**src/rtl/gcd_pkg.sv**
```systemverilog
// gcd_pkg: shared definitions for the GCD controller.
//   state_t   - controller states
//   SEL_EXT / SEL_DIFF - operand mux selects (external operand / difference)
//   MAX_ITER_DEF - default subtract-step limit (worst 8-bit case is 254)
//   ctl_t / ctl_of - Moore decode of the datapath controls for each state
package gcd_pkg;

    typedef enum logic [2:0] {
        IDLE,
        LOAD,
        CHECK,
        SUB_A,
        SUB_B,
        OUT,
        DONE,
        ERR
    } state_t;

    localparam logic SEL_EXT  = 1'b0;
    localparam logic SEL_DIFF = 1'b1;

    localparam int MAX_ITER_DEF = 255;

    typedef struct packed {
        logic a_ld;
        logic b_ld;
        logic a_sel;
        logic b_sel;
        logic output_en;
        logic busy;
        logic done;
    } ctl_t;

    function automatic ctl_t ctl_of(input state_t s);
        ctl_t c;
        c = '0;
        c.a_sel = SEL_EXT;
        c.b_sel = SEL_EXT;
        case (s)
            LOAD:  begin c.a_ld = 1'b1; c.b_ld = 1'b1; c.busy = 1'b1; end
            CHECK: begin c.busy = 1'b1; end
            SUB_A: begin c.a_ld = 1'b1; c.a_sel = SEL_DIFF; c.busy = 1'b1; end
            SUB_B: begin c.b_ld = 1'b1; c.b_sel = SEL_DIFF; c.busy = 1'b1; end
            OUT:   begin c.output_en = 1'b1; c.busy = 1'b1; end
            DONE:  begin c.done = 1'b1; c.busy = 1'b1; end
            ERR:   begin c.done = 1'b1; c.busy = 1'b1; end
            default: c = '0;
        endcase
        return c;
    endfunction

endpackage

```
**src/rtl/gcd_controller.sv**
```systemverilog
// gcd_controller: control FSM for a subtract-and-compare GCD datapath.
// Ports:
//   clk, rst          - clock (rising edge), asynchronous active-low reset
//   start             - request a new GCD, sampled only in IDLE
//   a_gt_b/a_lt_b/a_eq_b - comparator flags from the datapath
//   a_ld, b_ld        - operand register load enables
//   a_sel, b_sel      - operand mux selects (SEL_EXT / SEL_DIFF)
//   output_en         - result register load enable (captures B)
//   busy              - high from LOAD through DONE/ERR
//   done              - one-cycle completion pulse (also in ERR)
//   error             - sticky abort flag, cleared by the next accepted start
//   iter_cnt          - subtract steps taken in the current or last run
// All controls are registered alongside the state, so each output is a pure
// function of the current state and reset drops them all immediately.
module gcd_controller
    import gcd_pkg::*;
#(
    parameter int MAX_ITER = MAX_ITER_DEF,
    parameter int ITER_W   = $clog2(MAX_ITER + 1)
) (
    input  logic              clk,
    input  logic              rst,
    input  logic              start,
    input  logic              a_gt_b,
    input  logic              a_lt_b,
    input  logic              a_eq_b,
    output logic              a_ld,
    output logic              b_ld,
    output logic              a_sel,
    output logic              b_sel,
    output logic              output_en,
    output logic              busy,
    output logic              done,
    output logic              error,
    output logic [ITER_W-1:0] iter_cnt
);

    localparam logic [ITER_W-1:0] ITER_MAX = ITER_W'(MAX_ITER);

    state_t            r_state;
    ctl_t              r_ctl;
    logic              r_error;
    logic [ITER_W-1:0] r_iter;

    logic [2:0] w_flags;
    logic       w_onehot;
    logic       w_iter_max;

    assign w_flags    = {a_gt_b, a_lt_b, a_eq_b};
    assign w_onehot   = (w_flags == 3'b100) || (w_flags == 3'b010) || (w_flags == 3'b001);
    assign w_iter_max = (r_iter == ITER_MAX);

    always_ff @(posedge clk or negedge rst) begin
        if (!rst) begin
            r_state <= IDLE;
            r_ctl   <= '0;
            r_error <= 1'b0;
            r_iter  <= '0;
        end else begin
            case (r_state)
                IDLE: begin
                    if (start) begin
                        r_state <= LOAD;
                        r_ctl   <= ctl_of(LOAD);
                        r_iter  <= '0;
                        r_error <= 1'b0;
                    end
                end
                LOAD: begin
                    r_state <= CHECK;
                    r_ctl   <= ctl_of(CHECK);
                end
                CHECK: begin
                    // Illegal flag patterns and step exhaustion both abort;
                    // equality takes priority over the step limit.
                    if (!w_onehot) begin
                        r_state <= ERR;
                        r_ctl   <= ctl_of(ERR);
                        r_error <= 1'b1;
                    end else if (a_eq_b) begin
                        r_state <= OUT;
                        r_ctl   <= ctl_of(OUT);
                    end else if (w_iter_max) begin
                        r_state <= ERR;
                        r_ctl   <= ctl_of(ERR);
                        r_error <= 1'b1;
                    end else if (a_gt_b) begin
                        r_state <= SUB_A;
                        r_ctl   <= ctl_of(SUB_A);
                        r_iter  <= r_iter + ITER_W'(1);
                    end else begin
                        r_state <= SUB_B;
                        r_ctl   <= ctl_of(SUB_B);
                        r_iter  <= r_iter + ITER_W'(1);
                    end
                end
                SUB_A, SUB_B: begin
                    r_state <= CHECK;
                    r_ctl   <= ctl_of(CHECK);
                end
                OUT: begin
                    r_state <= DONE;
                    r_ctl   <= ctl_of(DONE);
                end
                DONE, ERR: begin
                    r_state <= IDLE;
                    r_ctl   <= ctl_of(IDLE);
                end
                default: begin
                    r_state <= IDLE;
                    r_ctl   <= '0;
                end
            endcase
        end
    end

    assign a_ld      = r_ctl.a_ld;
    assign b_ld      = r_ctl.b_ld;
    assign a_sel     = r_ctl.a_sel;
    assign b_sel     = r_ctl.b_sel;
    assign output_en = r_ctl.output_en;
    assign busy      = r_ctl.busy;
    assign done      = r_ctl.done;
    assign error     = r_error;
    assign iter_cnt  = r_iter;

endmodule

```
**config.mk**
```make
export PLATFORM = sky130hd
export DESIGN_NAME = gcd_controller
export DESIGN_NICKNAME = d
export VERILOG_FILES = /design/src/rtl/gcd_pkg.sv /design/src/rtl/gcd_controller.sv
export SDC_FILE = /design/constraint.sdc
export NUM_CORES = 1
export LEC_CHECK = 0
export CAP_MARGIN = 20
export CORE_MARGIN = 2
export CORE_UTILIZATION = 53
export DETAILED_ROUTE_END_ITERATION = 10
export GPL_ROUTABILITY_DRIVEN = 0
export PLACE_DENSITY_LB_ADDON = 0.2
export SLEW_MARGIN = 20
export SYNTH_ARGS = -nofsm -noshare
export SYNTH_HDL_FRONTEND = slang
export SYNTH_SLANG_ARGS = --single-unit
```
**constraint.sdc**
```tcl
create_clock -name clk -period 4.6 [get_ports clk]
set_input_delay 0.46 -clock clk [delete_from_list [all_inputs] [get_ports clk]]
set_output_delay 0.46 -clock clk [all_outputs]
set_load 0.05 [all_outputs]
```
Word-level counts from Yosys, hierarchy flattened:

Index checks and enable logic that the tools add are counted.

* register bits: 19
* output and inout port bits: 16
* word-level logic and storage cells: 58

* add/sub/neg operators: 1
* equality and inequality tests: 17
* multiplexer cells: 22
* reduce and logical (&&, ||, !) cells: 8

Operator list (count)
* $mux W7: 5
* $pmux W7 S5: 1
* $mux W8: 4
* $pmux W8 S2: 1
* $eq A3 B3 Y1 const B: 5
* $mux W3: 5
* $pmux W3 S5: 1
* $eq A3 B2 Y1 const B: 3
* $add A8 B1 Y8 const B: 1
* $eq A8 B8 Y1 const B: 1
* $ne A2 B2 Y1 const B: 4
* $eq A3 B1 Y1 const B: 2
* $ne A3 B3 Y1 const B: 2
* $reduce_and A5 Y1: 1
* $mux W1: 4
* $reduce_and A4 Y1: 1
* $logic_not A3 Y1: 1
* $reduce_or A3 Y1: 1
* $logic_or A1 B1 Y1: 2
* $pmux W1 S2: 1
* $reduce_bool A2 Y1: 1
* $reduce_or A2 Y1: 1

Depth between registers and ports, before layout:

Gate-level depths: netlist of the first run.

* word-level depth: 5
* gate-level depth with buffers: 6

Least setup slack after synthesis of the first run:

OpenSTA, ideal clock, no wires.

* kind: reg2reg
* from: register r_iter[0], in the netlist iter_cnt[0]
* to: register r_iter[2], in the netlist iter_cnt[2]
* setup time: 0.077 ns
* arrival time: 2.083 ns
* slack: 2.440 ns
* stages on the path, launching flop included: 7
* period minus slack after synthesis: 2.160 ns
* cell sequence: dfrtp_1 -> ha_1 -> and3_1 -> and3_1 -> clkbuf_1 -> or4_1 -> a21oi_1

* cells in the longest elaborated chain, start to end: 5

RTL lines
* start, declared: line gcd_controller.sv:43 `logic [ITER_W-1:0] r_iter;`
* start signal, assigned: line gcd_controller.sv:90 `r_iter <= r_iter + ITER_W'(1);`
* start signal, assigned: line gcd_controller.sv:94 `r_iter <= r_iter + ITER_W'(1);`
* $add A8 B1 Y8: line gcd_controller.sv:90, gcd_controller.sv:94
* $mux W8: line gcd_controller.sv:83 `end else if (w_iter_max) begin`
* $mux W8: line gcd_controller.sv:80 `end else if (a_eq_b) begin`
* $mux W8: line gcd_controller.sv:76 `if (!w_onehot) begin`
* $pmux W8 S2: line gcd_controller.sv:60 `case (r_state)`

Several ways; a longest one is shown, not always the timed one. The select of a mux whose other input is x is not followed.
A chain may end at the register's enable or synchronous reset.

Final worst setup path of the first run:

* from: input port start
* to: register r_iter[0], in the netlist iter_cnt[0]

* cells in the longest elaborated chain, start to end: 2

RTL lines
* start, declared: line gcd_controller.sv:23 `input logic start,`
* $ne A2 B2 Y1 (no line)
* $reduce_and A5 Y1 (no line)

No other way between the ends.

==> results of run 1 <==
-- worst reg2reg max path: cells and delay by family, from the launching register on --
kind	cells	cell delay, ps
AOI/OAI and AO/OA	2	840
DFF	1	430
adders and majority gates	1	230
and+or+nand+nor	2	510
-- cell usage after synthesis, drive strengths merged (2+ instances only) --
library cell	instances	area (sq um)
dfrtp	19	475
nor2	13	48.8
a21oi	8	40.0
o31ai	7	52.6
nand2	5	18.8
or4	5	37.5
a22oi	4	30.0
and3	4	25.0
clkbuf	4	15.0
o21ai	4	20.0
and2	3	18.8
inv	3	11.3
o211ai	3	22.5
a2111oi	2	17.5
buf	2	15.0
nor2b	2	12.5
nor4	2	12.5
o2111ai	2	17.5
or3b	2	17.5
-- per-stage QoR --
step                      instance area, sq um  hold slack (ps)  utilization, %  power, mW
after CTS                                 1270              524            71.4      0.684
after global routing                      1270              549            71.4      0.721
after floorplan                           1030              164               -      0.503
final                                     1270              512            71.4      0.683
after global placement                    1250              463            69.9      0.588
after detailed placement                  1250              491            69.9      0.597
-- where the power goes --
part | total, mW | internal, mW | switching, mW
Sequential | 0.261 | 0.209 | 0.0522
Clock | 0.0886 | 0.0325 | 0.0561
Combinational | 0.333 | 0.113 | 0.219
-- state kept, by name (all words and copies together) (netlist names) --
signal	count
error	1
b_ld	1
done	1
a_ld	1
iter_cnt	8
a_sel	1
output_en	1
r_state	3
b_sel	1
busy	1
-- layer usage --
layer | share of wire (%) | vias up
met1 | 49 | 424
met3 | 5.1 | 5
met4 | 1.6 | 0
met5 | 0 | -
li1 | - | 455
met2 | 44 | 29
-- cell type report --
class	count	area (sq um)
multi-input combinational	82	518
fill	138	509
sequential	19	475
timing repair buffer	21	210
tap	25	31.3
clock buffer	3	22.5
inverter	3	11.3
clock inverter	1	5.00
-- logic make-up (layout without fill, tap and decap cells) --
family / count (synthesis) / in the layout / share of synthesized area, %
simple gates: 43 / 43 / 22.7
buf+inv: 9 / 28 / 3.99
compound gates: 35 / 35 / 23.2
flops: 19 / 19 / 45.9
xor+xnor: 1 / 1 / 0.847
fa+ha+maj: 1 / 1 / 1.21
mux: 2 / 2 / 2.06
-- worst paths after layout --
check | from | endpoint | slack [ps] | cells after the start
max reg2reg | iter_cnt[0]$_DFFE_PN0P_ | r_state[1]$_DFFE_PN0P_ | 2460 | 5
max in group asynchronous | rst | iter_cnt[5]$_DFFE_PN0P_ | 3460 | 1
min | error$_DFFE_PN0P_ | error$_DFFE_PN0P_ | 510 | 1
max | start | iter_cnt[0]$_DFFE_PN0P_ | 2430 | 5
min reg2reg | error$_DFFE_PN0P_ | error$_DFFE_PN0P_ | 510 | 1
min in group asynchronous | rst | a_sel$_DFFE_PN0P_ | 620 | 1
==> run metrics, run 1 <==
number of warnings printed during yosys synthesis=0; boundary pin count=22; count of routing violations after the opening detailed-route iteration=25; standard cell with the maximum stage delay on the critical path=clkdlybuf4s50_1; async set-reset flop share out of synthesis=100%; CP Cell Sequence=clkdlybuf4s50_1 -> nor2b_1 -> o21ai_1 -> or3_1 -> mux2_2; Pre-antenna DRT Iters=5; fraction of final layout cells with drive strength greater than 1=5.43%; quantity of I/O buffers inserted on ports=21; via count=913; final global-route overflow total=0; total DRC errors in the routed layout=0; critical path's largest stage delay=610 ps; buffer and inverter count on the worst path=1; worst supply voltage drop on vdd=0.000381 V; H-tree levels=1; Row Count=15; number of global-route vias before repair=795; die span in y=48.2 um; RSZ-0062 raised after global routing=no; final cell count without fillers=154; post-synthesis instance area=0.00103 sq mm; critical path required time=4800 ps; setup slack after layout=2430 ps; overall die width=48.2 um; number of antenna repair diodes=0; post-DR wirelength/cell=14.6 um; Distinct cells, synth=38; count of endpoints failing hold in the final timing report=0; buffer count from post-CTS setup fixing=0; Cells after DPL=150; post-synthesis cell count=110; growth of design area from synthesis to finish=23.1%; synthesized area per cell=9.41 sq um; Routed Wire Length=2240 um; initial antenna violation count=0; result of the run=completed; most used routing layer in global routing=met1; number of hold buffers added after CTS=0; core outline area=0.00178 sq mm; crit path launch type=input pin; number of enable-type register cells in the synthesized netlist=0; effective utilization at floorplan=58.0%; clock edge transition at the registers on the reported setup and hold paths=110 ps; clock tree root buffer cell=clkbuf_4; full die area=0.00232 sq mm; standby leakage power=0.516 nW; top cell family by delay on the critical path=simple AND/OR/NAND/NOR gates; maximum frequency from static timing analysis=461 MHz; Clock Sinks=19; pin count of the biggest net entering global routing=22; global routing usage on met1=34.3%; total routing resource utilization after global routing=22.3%; most used flip-flop cell after synthesis=dfrtp_1; via density per instance=5.93; number of storage elements in the synthesis netlist=19; count of final setup violators=0; most frequent cells in the layout=21 x clkdlybuf4s50_1, 19 x dfrtp_1, 13 x nor2_1; worst setup path class=input pin to flip-flop; number of nets in the layout=137; ratio of total power to cell area=536 mW/mm^2; post-cts resize count=0; first-pass GRT wire length=3590 um; Post-Place Worst Slack=2130 ps; Final HPWL DP=1580 um; syn nets=117; clock buffer depth=2; max-slew violations=0; clock period minus worst slack=2170 ps; Slew headroom=36.1%; Post-DRT Antenna Nets=0; data arrival time of the critical path=2370 ps; register area share after synthesis=45.9%; worst hold-check path type=flip-flop to flip-flop; Layout Skew=8.51 ps; met2 GRT Util=31.3%; CTS buffer count=3; clock tree from TritonCTS=yes; transition at the pin with the smallest max-transition slack=935 ps; maximum net fanout on the critical path=8; clock insertion delay at the later pin of the skew report=310 ps; sum of negative setup slack=0 ps; max-cap violation count=0; met3 Usage GRT=3.70%; final clock period utilization by the worst path=47.2%; most common library cell in the layout ignoring fill and taps=clkdlybuf4s50_1; type of element capturing the critical path=flip-flop
No activity file was read; power rests on OpenSTA's default activity.
==> inputs of run 2 (changes only) <==
--- a/config.mk
+++ b/config.mk
@@ -7,7 +7,7 @@
 export LEC_CHECK = 0
 export CAP_MARGIN = 20
 export CORE_MARGIN = 2
-export CORE_UTILIZATION = 53
+export CORE_UTILIZATION = 44
 export DETAILED_ROUTE_END_ITERATION = 10
 export GPL_ROUTABILITY_DRIVEN = 0
 export PLACE_DENSITY_LB_ADDON = 0.2
==> constraint.sdc (replaced) <==
create_clock -name clk -period 1.9 [get_ports clk]
set_input_delay 0.19 -clock clk [delete_from_list [all_inputs] [get_ports clk]]
set_output_delay 0.19 -clock clk [all_outputs]
set_load 0.05 [all_outputs]
==> run metrics, run 2 (synthesis results as in run 1) <==
via density per instance=5.51 (-7.1%); launching point of the worst reg2reg path=iter_cnt[0]$_DFFE_PN0P_; worst hold-check path type=input pin to async pin; Slew headroom=66.5% (+30 points); most common library cell in the layout ignoring fill and taps=clkdlybuf4s50_1; worst setup path class=flip-flop to flip-flop; max-cap violation count=0 (unchanged); post-DR wirelength/cell=14.1 um (-3.3%); core outline area=0.00221 sq mm (+24%); standby leakage power=0.600 nW (+16%); via count=969 (+6.1%); fraction of final layout cells with drive strength greater than 1=20.9% (+16 points); CP Cell Sequence=ha_2 -> and3_4 -> and3_4 -> or3_1 -> mux2_2; initial antenna violation count=0 (unchanged); Pre-antenna DRT Iters=4 (-1); maximum net fanout on the critical path=13 (+5); critical path required time=2090 ps (-2710 ps); clock buffer depth=2 (unchanged); filler cell count in the final layout=190 (+38%); full die area=0.00276 sq mm (+19%); Power, Total=1.80 mW (+160%); transition at the pin with the smallest max-transition slack=502 ps (-433 ps); Routed Wire Length=2480 um (+11%); crit path launch type=flip-flop; worst reg2reg path depth=5 (unchanged); count of routing violations after the opening detailed-route iteration=24 (-4.0%); count of endpoints failing hold in the final timing report=0 (unchanged); data arrival time of the critical path=2030 ps (-340 ps); max-slew violations=0 (unchanged); clock tree from TritonCTS=yes; Clock Sinks=19 (unchanged); number of hold buffers added after CTS=0 (unchanged); effective utilization at floorplan=46.8% (-11 points); maximum frequency from static timing analysis=544 MHz; clock period minus worst slack=1840 ps; H-tree levels=1 (unchanged); Multi-input gate area=532 sq um (+2.7%); ratio of total power to cell area=1250 mW/mm^2 (+130%); RSZ-0062 raised after global routing=no; result of the run=completed; worst reg2reg path endpoint=iter_cnt[0]$_DFFE_PN0P_; number of antenna repair diodes=0 (unchanged); max FFs per register=8 (unchanged); sum of negative setup slack=0 ps (unchanged); number of nets in the layout=156 (+14%); count of final setup violators=0 (unchanged); die span in y=52.5 um (+8.9%); standard cell with the maximum stage delay on the critical path=dfrtp_2; number of global-route vias before repair=957 (+20%); total DRC errors in the routed layout=0 (unchanged); first-pass GRT wire length=4260 um (+19%); Post-DRT Antenna Nets=0 (unchanged); overall die width=52.5 um (+8.9%); type of element capturing the critical path=flip-flop; Layout Skew=1.24 ps (-7.28 ps); CTS buffer count=3 (unchanged); buffer count from post-CTS setup fixing=0 (unchanged); total routing resource utilization after global routing=21.0% (-1.3 points); FF/Latch Area=478 sq um (+0.53%); growth of design area from synthesis to finish=38.8%; worst supply voltage drop on vdd=0.000831 V (+120%); r2r setup slk=60 ps (-2400 ps); quantity of I/O buffers inserted on ports=21 (unchanged); Final HPWL DP=1840 um (+17%); clock tree root buffer cell=clkbuf_4; post-cts resize count=0 (unchanged); pin count of the biggest net entering global routing=17 (-23%); clock edge transition at the registers on the reported setup and hold paths=110 ps (about the same); final clock period utilization by the worst path=96.8%; clock insertion delay at the later pin of the skew report=300 ps (about the same); Row Count=17 (+2); boundary pin count=22 (unchanged); most frequent cells in the layout=21 x clkdlybuf4s50_1, 19 x buf_4, 17 x dfrtp_1; critical path's largest stage delay=450 ps (-160 ps); cell mode on critical path=and3_4; final global-route overflow total=0 (unchanged)
[run 2: changes by cell type in the layout (fill, tap and decap cells not counted), sizes merged]
cell and delta:
buf +19
[run 2: critical path: cells and delay by family (launching register included)]
family,cells,cell delay [ps]
simple gates,3,810
flops,1,450
mux,1,280
fa+ha+maj,1,190
[run 2: routing by layer]
metal	part of all wire, %	global-route usage, %
met5	0	0
met3	4.2	3.43
met1	46	27.1
met2	48	34.6
met4	1.5	8.97
[run 2: cell type report]
class / count / share of cell area (%)
clock buffers: 3 / 1.57
clock inverters: 1 / 0.348
inverters: 3 / 0.784
multi-input cells: 82 / 37.0
flip-flops and latches: 19 / 33.3
well taps: 28 / 2.44
repair buffers: 40 / 24.6
[run 2: metrics by stage]
stage	util [%]	worst slack [ps]	hold WS, ps	cells	instance area (sq um)
5_1_grt	64.9	21.6	230	176	1440
3_5_place_dp	63.7	-139	466	172	1410
4_1_cts	64.9	53.5	214	176	1440
6_report	64.9	61.6	201	176	1440
2_1_floorplan	-	-33.8	-106	110	1060
3_3_place_gp	63.7	-108	458	172	1410
[run 2: how the worst max path moves through the flow]
stage / from / endpoint / slack (ps) / cells after the start
2_1_floorplan: iter_cnt[0]$_DFFE_PN0P_ / iter_cnt[2]$_DFFE_PN0P_ / -30 / 6
6_report: iter_cnt[0]$_DFFE_PN0P_ / iter_cnt[0]$_DFFE_PN0P_ / 60 / 5
3_3_place_gp: a_lt_b / iter_cnt[0]$_DFFE_PN0P_ / -110 / 5
3_5_place_dp: a_lt_b / iter_cnt[0]$_DFFE_PN0P_ / -140 / 5
4_1_cts: iter_cnt[0]$_DFFE_PN0P_ / iter_cnt[0]$_DFFE_PN0P_ / 50 / 5
5_1_grt: iter_cnt[0]$_DFFE_PN0P_ / iter_cnt[0]$_DFFE_PN0P_ / 20 / 5
[run 2: power by group]
group	internal, mW	switching, mW
Clock	0.0785	0.128
Combinational	0.392	0.597
Sequential	0.510	0.0958
